===== src/rtl/fetch_unit.sv =====
// Instruction-fetch stage: program counter, instruction-memory addressing,
// fetch address-error detection and the IF/ID pipeline register.
module fetch_unit #(
  parameter logic [31:0] PC_RESET   = 32'h0000_3000,
  parameter logic [31:0] HANDLER_PC = 32'h0000_4180,
  parameter int          IM_WORDS   = 4096
) (
  input  logic        clk,
  input  logic        reset,
  input  logic        stall,
  input  logic        br_taken,
  input  logic [31:0] br_target,
  input  logic        br_in_d,
  input  logic        exc_req,
  input  logic        eret,
  input  logic [31:0] epc,
  input  logic [31:0] im_instr,
  output logic [11:0] im_addr,
  output logic        im_exc,
  output logic [31:0] pc_f,
  output logic [31:0] instr_d,
  output logic [31:0] pc_d,
  output logic [4:0]  exccode_d,
  output logic        bd_d
);

  localparam logic [31:0] PC_LAST    = PC_RESET + 32'(IM_WORDS * 4) - 32'd4;
  localparam logic [4:0]  EXC_NONE   = 5'd0;
  localparam logic [4:0]  EXC_ADEL   = 5'd4;

  logic [31:0] pc_r;
  logic [31:0] pc_next_s;
  logic [31:0] pc_off_s;
  logic        fetch_err_s;

  logic [31:0] instr_r,   instr_next_s;
  logic [31:0] pcd_r,     pcd_next_s;
  logic [4:0]  exccode_r, exccode_next_s;
  logic        bd_r,      bd_next_s;

  // Address translation and fetch range / alignment check.
  always_comb begin
    pc_off_s    = pc_r - PC_RESET;
    fetch_err_s = (pc_r[1:0] != 2'b00) || (pc_r < PC_RESET) || (pc_r > PC_LAST);
  end

  assign im_addr = pc_off_s[13:2];
  assign im_exc  = fetch_err_s;

  // Next-PC selection; exception entry and eret override a hazard stall.
  always_comb begin
    pc_next_s = pc_r + 32'd4;
    if (exc_req) begin
      pc_next_s = HANDLER_PC;
    end else if (eret) begin
      pc_next_s = epc;
    end else if (stall) begin
      pc_next_s = pc_r;
    end else if (br_taken) begin
      pc_next_s = br_target;
    end else begin
      pc_next_s = pc_r + 32'd4;
    end
  end

  // IF/ID next value: flush on exception/eret, hold on stall, else load fetch.
  always_comb begin
    instr_next_s   = instr_r;
    pcd_next_s     = pcd_r;
    exccode_next_s = exccode_r;
    bd_next_s      = bd_r;
    if (exc_req || eret) begin
      // Bubble carries the redirect PC so CP0 always sees a valid PC in ID.
      instr_next_s   = 32'd0;
      pcd_next_s     = exc_req ? HANDLER_PC : epc;
      exccode_next_s = EXC_NONE;
      bd_next_s      = 1'b0;
    end else if (stall) begin
      instr_next_s   = instr_r;
      pcd_next_s     = pcd_r;
      exccode_next_s = exccode_r;
      bd_next_s      = bd_r;
    end else begin
      instr_next_s   = fetch_err_s ? 32'd0 : im_instr;
      pcd_next_s     = pc_r;
      exccode_next_s = fetch_err_s ? EXC_ADEL : EXC_NONE;
      bd_next_s      = br_in_d;
    end
  end

  // PC and IF/ID registers with synchronous reset.
  always_ff @(posedge clk) begin
    if (reset) begin
      pc_r      <= PC_RESET;
      instr_r   <= 32'd0;
      pcd_r     <= 32'd0;
      exccode_r <= 5'd0;
      bd_r      <= 1'b0;
    end else begin
      pc_r      <= pc_next_s;
      instr_r   <= instr_next_s;
      pcd_r     <= pcd_next_s;
      exccode_r <= exccode_next_s;
      bd_r      <= bd_next_s;
    end
  end

  assign pc_f      = pc_r;
  assign instr_d   = instr_r;
  assign pc_d      = pcd_r;
  assign exccode_d = exccode_r;
  assign bd_d      = bd_r;

endmodule


===== config.mk =====
export PLATFORM = sky130hd
export DESIGN_NAME = fetch_unit
export DESIGN_NICKNAME = d
export VERILOG_FILES = /design/src/rtl/fetch_unit.sv
export SDC_FILE = /design/constraint.sdc
export NUM_CORES = 1
export LEC_CHECK = 0
export ABC_AREA = 1
export CAP_MARGIN = 10
export CORE_UTILIZATION = 39
export DETAILED_ROUTE_END_ITERATION = 10
export PLACE_DENSITY = 0.88
export SYNTH_ARGS = -nofsm -noshare
export SYNTH_HDL_FRONTEND = slang
export SYNTH_SLANG_ARGS = --single-unit

===== constraint.sdc =====
create_clock -name clk -period 1.6 [get_ports clk]
set_input_delay 0.32 -clock clk [delete_from_list [all_inputs] [get_ports clk]]
set_output_delay 0.32 -clock clk [all_outputs]
set_load 0.03 [all_outputs]

==> results of run 1 <==
## cell usage in the layout, fill, tap and decap left out, types with 11 or more instances in the layout
cell type        netlist  final
nand2_1              214    207
clkdlybuf4s50_1        0    101
dlygate4sd2_1          0     92
dfxtp_1               98     86
a21oi_1               81     77
buf_4                 18     69
o21ai_0               63     63
nor2_1                70     54
inv_1                 40     37
nand4_1               34     34
nand3_1               28     27
a21oi_2               20     24
nor2_2                 5     14
nand2_2                6     13
buf_12                 0     13
nor2_4                 5     12
a31oi_1               12     12
clkbuf_16              0     11
## Yosys cell counts (all sizes together)
cell	instances	area [sq um]
a221oi	7	61.3
clkbuf	21	90.1
o211ai	5	37.5
nor3	1	10.0
a31oi	12	75.1
a21oi	101	581
nand3b	2	15.0
nand4	35	225
xor2	7	61.3
o21ai	65	325
dfxtp	98	1960
or2	1	6.26
nand2	221	852
xnor2	1	8.76
conb	1	3.75
ha	3	37.5
buf	36	250
nand3	29	150
inv	44	168
and2	1	6.26
a41oi	1	8.76
o21bai	4	30.0
nor2	80	350
## repair_timing
item / in CTS / in global routing
endpoints found under the setup margin: 143 / 66
setup buffers: 4 / 6
hold buffers: 0 / 0
pin swaps: 9 / 18
resized for setup: 134 / 57
gates cloned: 1 / 2
## cell families (layout without fill, tap and decap cells)
family	after synthesis	count (layout)	share of synthesized area, %
buf+inv	101	360	9.56
fa+ha+maj	3	3	0.706
other cells	1	4	0.0706
compound gates	195	195	21.0
simple gates	370	370	30.4
xor+xnor	8	8	1.32
flops	98	98	36.9
## per-layer routing
metal | part of all wire, % | vias up
met5 | 0 | -
met2 | 47 | 338
met1 | 41 | 2985
met3 | 9.0 | 47
met4 | 3.3 | 0
li1 | - | 3107
## power by group
part           internal, W  total (W)  switching [W]
clock network      0.00118    0.00209       0.000915
registers          0.00253    0.00260      0.0000716
logic             0.000716    0.00158       0.000863
total              0.00442    0.00627        0.00185
## state kept, by name, summed over array words and instances (netlist names), named ones only
signal,cells
pc_f,30
pc_d,32
instr_d,32
exccode_d,1
bd_d,1
## per-stage QoR
step	utilization [%]	setup WS (ps)	total power, W
after floorplan	-	4.51	0.00340
after global placement	60.9	-186	0.00416
after detailed placement	60.9	-253	0.00417
after CTS	63.1	-266	0.00623
after global routing	64.8	-300	0.00653
final	64.8	-246	0.00627
## worst min-delay path, stage by stage
cell      delay, ps
buf_2           170
o21bai_1        140
a21oi_1          60
## worst paths after layout
path	endpoint	slack, ps	depth (start not counted)
worst max-delay path	im_exc	-250	7
worst min-delay path	pc_d[12]$_SDFFE_PP0P_	390	3
worst max register to register	instr_d[11]$_SDFFE_PP0N_	-10	9
worst min register to register	pc_d[13]$_SDFFE_PP0P_	460	2
## final cells by class
type	count	share of cell area, %
Clock buffer	14	3.19
Timing Repair Buffer	300	33.7
Sequential cell	98	23.2
Clock inverter	2	0.117
Multi-Input combinational cell	580	35.3
Inverter	44	1.98
Tap cell	176	2.56
==> flow_metrics.tcl, run 1 <==
set metrics [dict create \
    yosys_warnings 0 \
    fin_crit_sh_pct 115 \
    gr-total-overflow 0 \
    place_area_sq_um 8060 \
    avgSynthCellArea_sq_um 6.85 \
    use_met2_pct 43.0 \
    cts_tree "built" \
    holdCritStartpoint "eret" \
    rsz0062_at_grt "true" \
    drc_errors 0 \
    first_pass_iters 5 \
    initialDrtViolationCount 445 \
    grtUsageMet1_pct 32.5 \
    die_y_um 119 \
    grt_max_degree 35 \
    cts.sink_count 98 \
    num_vias 6477 \
    die_w_um 119 \
    critPathLaunchType "flip-flop" \
    wl_per_cell_um 15.7 \
    num_antenna_cells 0 \
    min_path_type "primary input to flip-flop" \
    powerDensity_nw_per_um2 730 \
    max_clock_freq_mhz 542 \
    hold_ws_ps 391 \
    h-tree-depth 3 \
    core_area_sq_um 13200 \
    crit_family "simple AND/OR/NAND/NOR gates" \
    tns_ps -288 \
    violations "negative setup slack" \
    groute.usage.overall_pct 26.3 \
    cp.required_ps 1280 \
    crit_path_top_delay_cell "dfxtp_4" \
    grt_pass1_vias 6081 \
    die_area_sq_um 14100 \
    antenna_found_initial 0 \
    cts_buffer_depth 2 \
    syn_to_final_growth_pct 61.5 \
    p_leak_nw 3.67 \
    fin_crit_ps 1850 \
    cts_buffers 9 \
    drv_cap 0 \
    setup_viol 7 \
    multi_input_area_sq_um 3030 \
    viasPerCell 5.34 \
    ant_nets 0 \
    drive_gt1_share_pct 19.6 \
    synth_cell_types 36 \
    use_met3_pct 5.74 \
    crit_top_cell "nand2_2" \
    slew_violations 0 \
    path_buf_inv 2 \
    cts_root_buf "clkbuf_16" \
    netlist_instances 776 \
    status "finished with violations" \
    fillers 1127 \
    clock_latency_ps 340 \
    ys_ff_latch 98 \
    routabilityCongestion 0.967 \
    wirelength_mm 19.0 \
    clk_pin_slew_worst_paths_ps 60 \
    start_util_pct 40.1 \
    skew_ps 8.42 \
    setup_ws_ps -246 \
    seq_area_frac_synth_pct 36.9 \
    dp_hpwl_mm 13.8 \
    ir_drop_v 0.000551 \
    io_pins 218 \
    post-route-cell-area_sq_um 8590 \
    worst-path-max-fanout 4 \
    placed_cells 1185 \
    reg2reg_from "pc_f[12]$_SDFFE_PP1P_" \
    cp-startpoint "pc_f[12]$_SDFFE_PP1P_" \
    crit_path_max_incr_delay_ps 380 \
    hold_viol 0 \
    final_nets 1139 \
    portBuffers 213 \
    busiest_layer "met2" \
    critPathKind "flip-flop to primary output" \
    num_rows 42 \
    cp_data_arrival_time_ps 1530 \
    synthesis.area_sq_um 5320 \
    cp_cell_sequence "ha_4 -> inv_2 -> nand2_2 -> nand4_1 -> nor2_4 -> nand2_2 -> buf_6" \
    endpoint_kind "primary output" \
    fin_cells 1214 \
    layout.area.seq_sq_um 1990 \
    grt_pass1_wl_mm 29.6 \
]
Power figures use the tool's default switching activity.
==> inputs of run 2 (changes only) <==
--- a/config.mk
+++ b/config.mk
@@ -7,9 +7,10 @@
 export LEC_CHECK = 0
 export ABC_AREA = 1
 export CAP_MARGIN = 10
-export CORE_UTILIZATION = 39
+export CORE_UTILIZATION = 40
+export CTS_BUF_LIST = sky130_fd_sc_hd__clkbuf_4 sky130_fd_sc_hd__clkbuf_8
 export DETAILED_ROUTE_END_ITERATION = 10
-export PLACE_DENSITY = 0.88
+export PLACE_DENSITY = 0.78
 export SYNTH_ARGS = -nofsm -noshare
 export SYNTH_HDL_FRONTEND = slang
 export SYNTH_SLANG_ARGS = --single-unit
==> run 2 against run 1 <==
Effect of this change:
- wire length shrank 4.3%
- utilization shrank 0.51 points
- sequential share of layout area grew 1.2 points
- the run still ends with negative setup slack left
==> flow_metrics.tcl, run 2 (synthesis results as in run 1) <==
set metrics [dict create \
    reg2reg_from "pc_f[14]$_SDFFE_PP0P_" \
    status "finished with violations" \
    grt_max_degree 35 \
    place_area_sq_um 7940 \
    skew_ps 9.33 \
    cts_hold_buf 0 \
    first_pass_iters 5 \
    wirelength_mm 18.2 \
    post-route-cell-area_sq_um 8220 \
    gr-total-overflow 0 \
    clock_latency_ps 380 \
    slew_violations 0 \
    critPathKind "flip-flop to primary output" \
    core_area_sq_um 12800 \
    clk_pin_slew_worst_paths_ps 90 \
    critPathLaunchType "flip-flop" \
    min_path_type "primary input to flip-flop" \
    setup_viol 2 \
    cp_data_arrival_time_ps 1550 \
    fin_cells 1192 \
    drv_cap 0 \
    antenna_found_initial 0 \
    h-tree-depth 3 \
    hold_viol 0 \
    worst-path-max-fanout 7 \
    num_rows 41 \
    routabilityCongestion 0.968 \
    endpoint_kind "primary output" \
    final_nets 1121 \
    setup_ws_ps -275 \
    die_w_um 117 \
    num_vias 6197 \
    drc_errors 0 \
    die_area_sq_um 13800 \
    powerDensity_nw_per_um2 690 \
    wl_per_cell_um 15.3 \
    drive_gt1_share_pct 18.8 \
    r2r.worst_path.cells 8 \
    violations "negative setup slack" \
    most-common-layout-cells "nand2_1, clkdlybuf4s50_1, dlygate4sd2_1" \
    cts_buffer_depth 2 \
    grt_pass1_vias 5649 \
    layout.area.seq_sq_um 2000 \
    num_antenna_cells 0 \
    die_y_um 117 \
    groute.usage.overall_pct 26.1 \
    multi_input_area_sq_um 2990 \
    viasPerCell 5.20 \
    rsz0062_at_grt "true" \
    cts.sink_count 98 \
    io_pins 218 \
    syn_to_final_growth_pct 54.6 \
    holdPathEnd "pc_d[7]$_SDFFE_PP0P_" \
    dp_hpwl_mm 13.2 \
    final_util_pct 64.3 \
    fin_crit_ps 1870 \
    cts_buffers 9 \
    initialDrtViolationCount 541 \
    power_w 0.00567 \
    r2r-end "instr_d[19]$_SDFFE_PP0N_" \
    holdCritStartpoint "eret" \
    cts_root_buf "clkbuf_8" \
    ir_drop_v 0.000403 \
    mostFrequentLayoutCell "nand2_1" \
    rrSetupSlack_ps 0 \
    place_ws_ps -170 \
    grt_pass1_wl_mm 27.9 \
    cts_tree "built" \
    p_leak_nw 3.50 \
    start_util_pct 41.6 \
    fin_crit_sh_pct 117 \
    cp.required_ps 1280 \
    hold_depth 4 \
    portBuffers 213 \
    placed_cells 1171 \
    fillers 1160 \
    max_clock_freq_mhz 533 \
    ant_nets 0 \
]
==> run 2: cell types whose count changed in the layout (fill, tap and decap cells not counted), moves of 5 or more <==
cell / previous run / this run
buf_4: 69 / 59
clkbuf_16: 11 / 2
clkbuf_2: 3 / 9
clkbuf_8: 3 / 12
clkdlybuf4s15_1: 10 / 2
dfxtp_1: 86 / 80
dfxtp_2: 6 / 11
==> run 2: critical path, cell delays in order (launching register included) <==
cell and delay [ps]:
dfxtp_2 430, inv_1 110, nand2_4 90, nand4_1 160
nor2_4 160, nand2_2 80, buf_6 140
==> run 2: worst max path at each step <==
| stage | start | end | slack, ps | cells past startpoint |
|---|---|---|---|---|
| 6_report | pc_f[14]$_SDFFE_PP0P_ | im_exc | -270 | 6 |
| 5_1_grt | pc_f[12]$_SDFFE_PP1P_ | im_exc | -330 | 7 |
| 4_1_cts | pc_f[12]$_SDFFE_PP1P_ | im_exc | -280 | 7 |
| 3_5_place_dp | exc_req | exccode_d[2]$_SDFFE_PP0N_ | -170 | 7 |
| 3_3_place_gp | exc_req | exccode_d[2]$_SDFFE_PP0N_ | -150 | 7 |
| 2_1_floorplan | pc_f[4]$_SDFFE_PP0P_ | exccode_d[2]$_SDFFE_PP0N_ | 5 | 7 |
==> run 2: power breakdown <==
group / total, W / switching, W / internal [W] / leakage [nW]
sequential: 0.00262 / 0.0000916 / 0.00253 / 0.807
combinational: 0.00146 / 0.000807 / 0.000656 / 2.59
clock: 0.00159 / 0.000866 / 0.000725 / 0.103
total: 0.00567 / 0.00177 / 0.00391 / 3.50
==> run 2: final cells by class <==
class | count | share of cell area, %
Clock buffer | 14 | 2.19
Timing Repair Buffer | 282 | 32.3
Inverter | 44 | 2.07
Tap cell | 172 | 2.62
Multi-Input combinational cell | 580 | 36.4
Clock inverter | 2 | 0.122
Sequential cell | 98 | 24.4
==> run 2: metal layers <==
layer  up-vias  share of wire [%]  global-route usage, %
li1       3065                  -                      -
met1      2812                 43                   32.8
met2       282                 46                   43.9
met3        38                8.5                   4.53
met4         0                2.4                   11.1
met5         -                  0                      0
==> run 2: repair_timing <==
action | CTS | global route
gates resized for setup | 140 | 47
setup buffers | 2 | 1
setup endpoints to repair | 140 | 69
cloned | 0 | 2
pin swaps | 6 | 5
==> run 2: metrics by stage <==
step	TNS (ps)	hold slack, ps
after detailed placement	-5240	452
after floorplan	0	389
after CTS	-387	291
final	-348	308
after global placement	-3780	445
after global routing	-808	327
==> RTL edit (settings of run 1) <==
Reset style: asynchronous (`reset`), changed in one clocked block. Comments in the files are not updated.
--- a/src/rtl/fetch_unit.sv
+++ b/src/rtl/fetch_unit.sv
@@ -91,3 +91,3 @@
   // PC and IF/ID registers with synchronous reset.
-  always_ff @(posedge clk) begin
+  always_ff @(posedge clk or posedge reset) begin
     if (reset) begin
Formal check against the unedited RTL: differs if reset is asserted again (counterexample within 4 cycles, from zero or initial values and one cycle with reset high); with reset held inactive, the same outputs for 10 cycles.
==> RTL edit against run 1 <==
Combinational power rose by 20%. Final area rose by 12%. Utilization rose by 1.4 points. Sequential share of layout area rose by 2.5 points. Sequential power rose by 4%. Via count rose by 7.3%. Non-clock buffer count up 46. Wire length rose by 18%. Power increased by 8.6%. Critical endpoint unchanged. The run still ends with negative setup slack left. Synthesized area is 8.2% higher. Count of clock-buffer cells in the layout fell by 4. Sequential cell count did not move. Setup slack lost 0.23 ns.
==> RTL edit: results (changes against run 1) <==
Parameter                              Value

Status
  Result of the run ... finished, violations left
  Violations in the final reports ... negative setup slack

Pwr
  Power Clock ... 2.20 mW (+5%)
  Static leakage ... 4.91 nW (+34%)
  Combinational fraction of design power ... 27.9% (+2.7 points)
  Proportion of power drawn by the clock network ... 32.3% (-1.1 points)
  Internal power contribution ... 4.55 mW (+2.9%)

Place
  HPWL after DPL ... 15,600 µm (+13%)
  Final GP Congestion ... 0.923 (-4.5%)
  Placed instance count ... 1,271 (+7.3%)

Synthesis
  Fraction of registers with async set or reset after synthesis ... 100% (+100 points)
  Post-Syn Area per Cell ... 7.08 µm² (+3.4%)
  Largest area contributor in the netlist ... sky130_fd_sc_hd__dfrtp_1
  Ys flop type ... sky130_fd_sc_hd__dfrtp_1
  Synth cell count leaders ... sky130_fd_sc_hd__nand2_1 (367), sky130_fd_sc_hd__dfrtp_1 (96), sky130_fd_sc_hd__nor2_1 (48)
  Leading cell types by total area after synthesis ... sky130_fd_sc_hd__dfrtp_1 (42%), sky130_fd_sc_hd__nand2_1 (24%), sky130_fd_sc_hd__nand3b_1 (4.2%)
  Number of distinct library cells after synthesis ... 38 (+5.6%)
  Sequential cell area fraction in the yosys report ... 42.7% (+5.8 points)

STA
  Skew final ... 0.00960 ns (+0.00118 ns)
  Post-layout worst setup margin ... -0.472 ns (-0.226 ns)
  Setup violators final ... 61 (+54)
  Sum Neg Setup Slack ... -13.83 ns (-13.54 ns)

Min path
  Class of the worst hold path ... input port to asynchronous set/reset pin

Global routing
  Met3 capacity usage during global routing ... 7.70% (+2.0 points)
  Pin count of the biggest net entering global routing ... 39 (+11%)
  GR Layer Usage met1 ... 34.4% (+1.9 points)
  First-pass GRT wire length ... 32,800 µm (+11%)
  Global router's overall resource usage ... 28.3% (+2.0 points)
  Global routing met2 resource utilization ... 48.4% (+5.4 points)
  Vias in the first global route ... 6,508 (+7.0%)

Detailed routing
  Average detailed-routed wire length per instance ... 17.1 µm (+9.4%)
  Number of optimization iterations in the first detailed-route pass ... 6 (+1)
  Vias after detailed routing ... 6,950 (+7.3%)

Clocking
  Postcts setup bufs ... 9 (+5)
  Clock latency of the later-clocked register in the worst-skew pair ... 0.36 ns (+0.02 ns)
  Number of gates resized after cts ... 178 (+33%)

Critical path
  Arrival time worst endpoint ... 1.75 ns (+0.22 ns)
  Worst-path cell with the longest stage delay ... sky130_fd_sc_hd__dfstp_2
  Crit-path leading delay family ... flip-flops
  Stage delay of the slowest cell on the critical path ... 0.64 ns (+0.26 ns)

Finish
  Number of nets in the final layout ... 1,229 (+7.9%)
-- RTL edit: through the flow --
| step | cell area (µm²) | setup slack (ns) |
|---|---|---|
| 2_1_floorplan | 5770 | -0.204 |
| 3_3_place_gp | 8860 | -0.232 |
| 3_5_place_dp | 8860 | -0.252 |
| 4_1_cts | 9320 | -0.450 |
| 5_1_grt | 9590 | -0.500 |
| 6_report | 9590 | -0.472 |
-- RTL edit: area by class of cell --
type | count | area, µm²
multi-input combinational | 623 | 3140
timing repair buffer | 346 | 3290
tap | 184 | 230
clock buffer | 10 | 239
inverter | 45 | 173
fill | 1140 | 4890
clock inverter | 6 | 50.0
sequential | 98 | 2460
-- RTL edit: logic make-up after synthesis --
family | count (synthesis) | share of synthesized area (%)
AOI/OAI and AO/OA | 100 | 9.51
xor gates and xnor gates | 4 | 0.609
adders and majority gates | 3 | 0.653
buffers and inverters | 94 | 8.27
and+or+nand+nor | 512 | 38.2
DFF | 98 | 42.7
other | 1 | 0.0652
-- RTL edit: routing by layer --
layer / part of all wire [%] / wire, µm / vias to the layer above
li1: - / - / 3208
met1: 37 / 8340 / 3237
met2: 49 / 10900 / 442
met3: 11 / 2530 / 63
met4: 3.0 / 680 / 0
met5: 0 / 0 / -
-- RTL edit: path summary, 6_finish.rpt --
| kind | start | to | slack (ns) | cells past startpoint |
|---|---|---|---|---|
| setup / recovery | pc_f[12] | im_exc | -0.47 | 5 |
| hold / removal | reset | instr_d[28] | 0.31 | 2 |
| setup reg to reg | pc_f[3] | pc_f[30] | -0.44 | 15 |
| hold reg to reg | instr_d[1] | instr_d[1] | 0.47 | 2 |
| max in group asynchronous | reset | pc_f[13] | 0.76 | 3 |
| min in group clk | instr_d[1] | instr_d[1] | 0.47 | 2 |
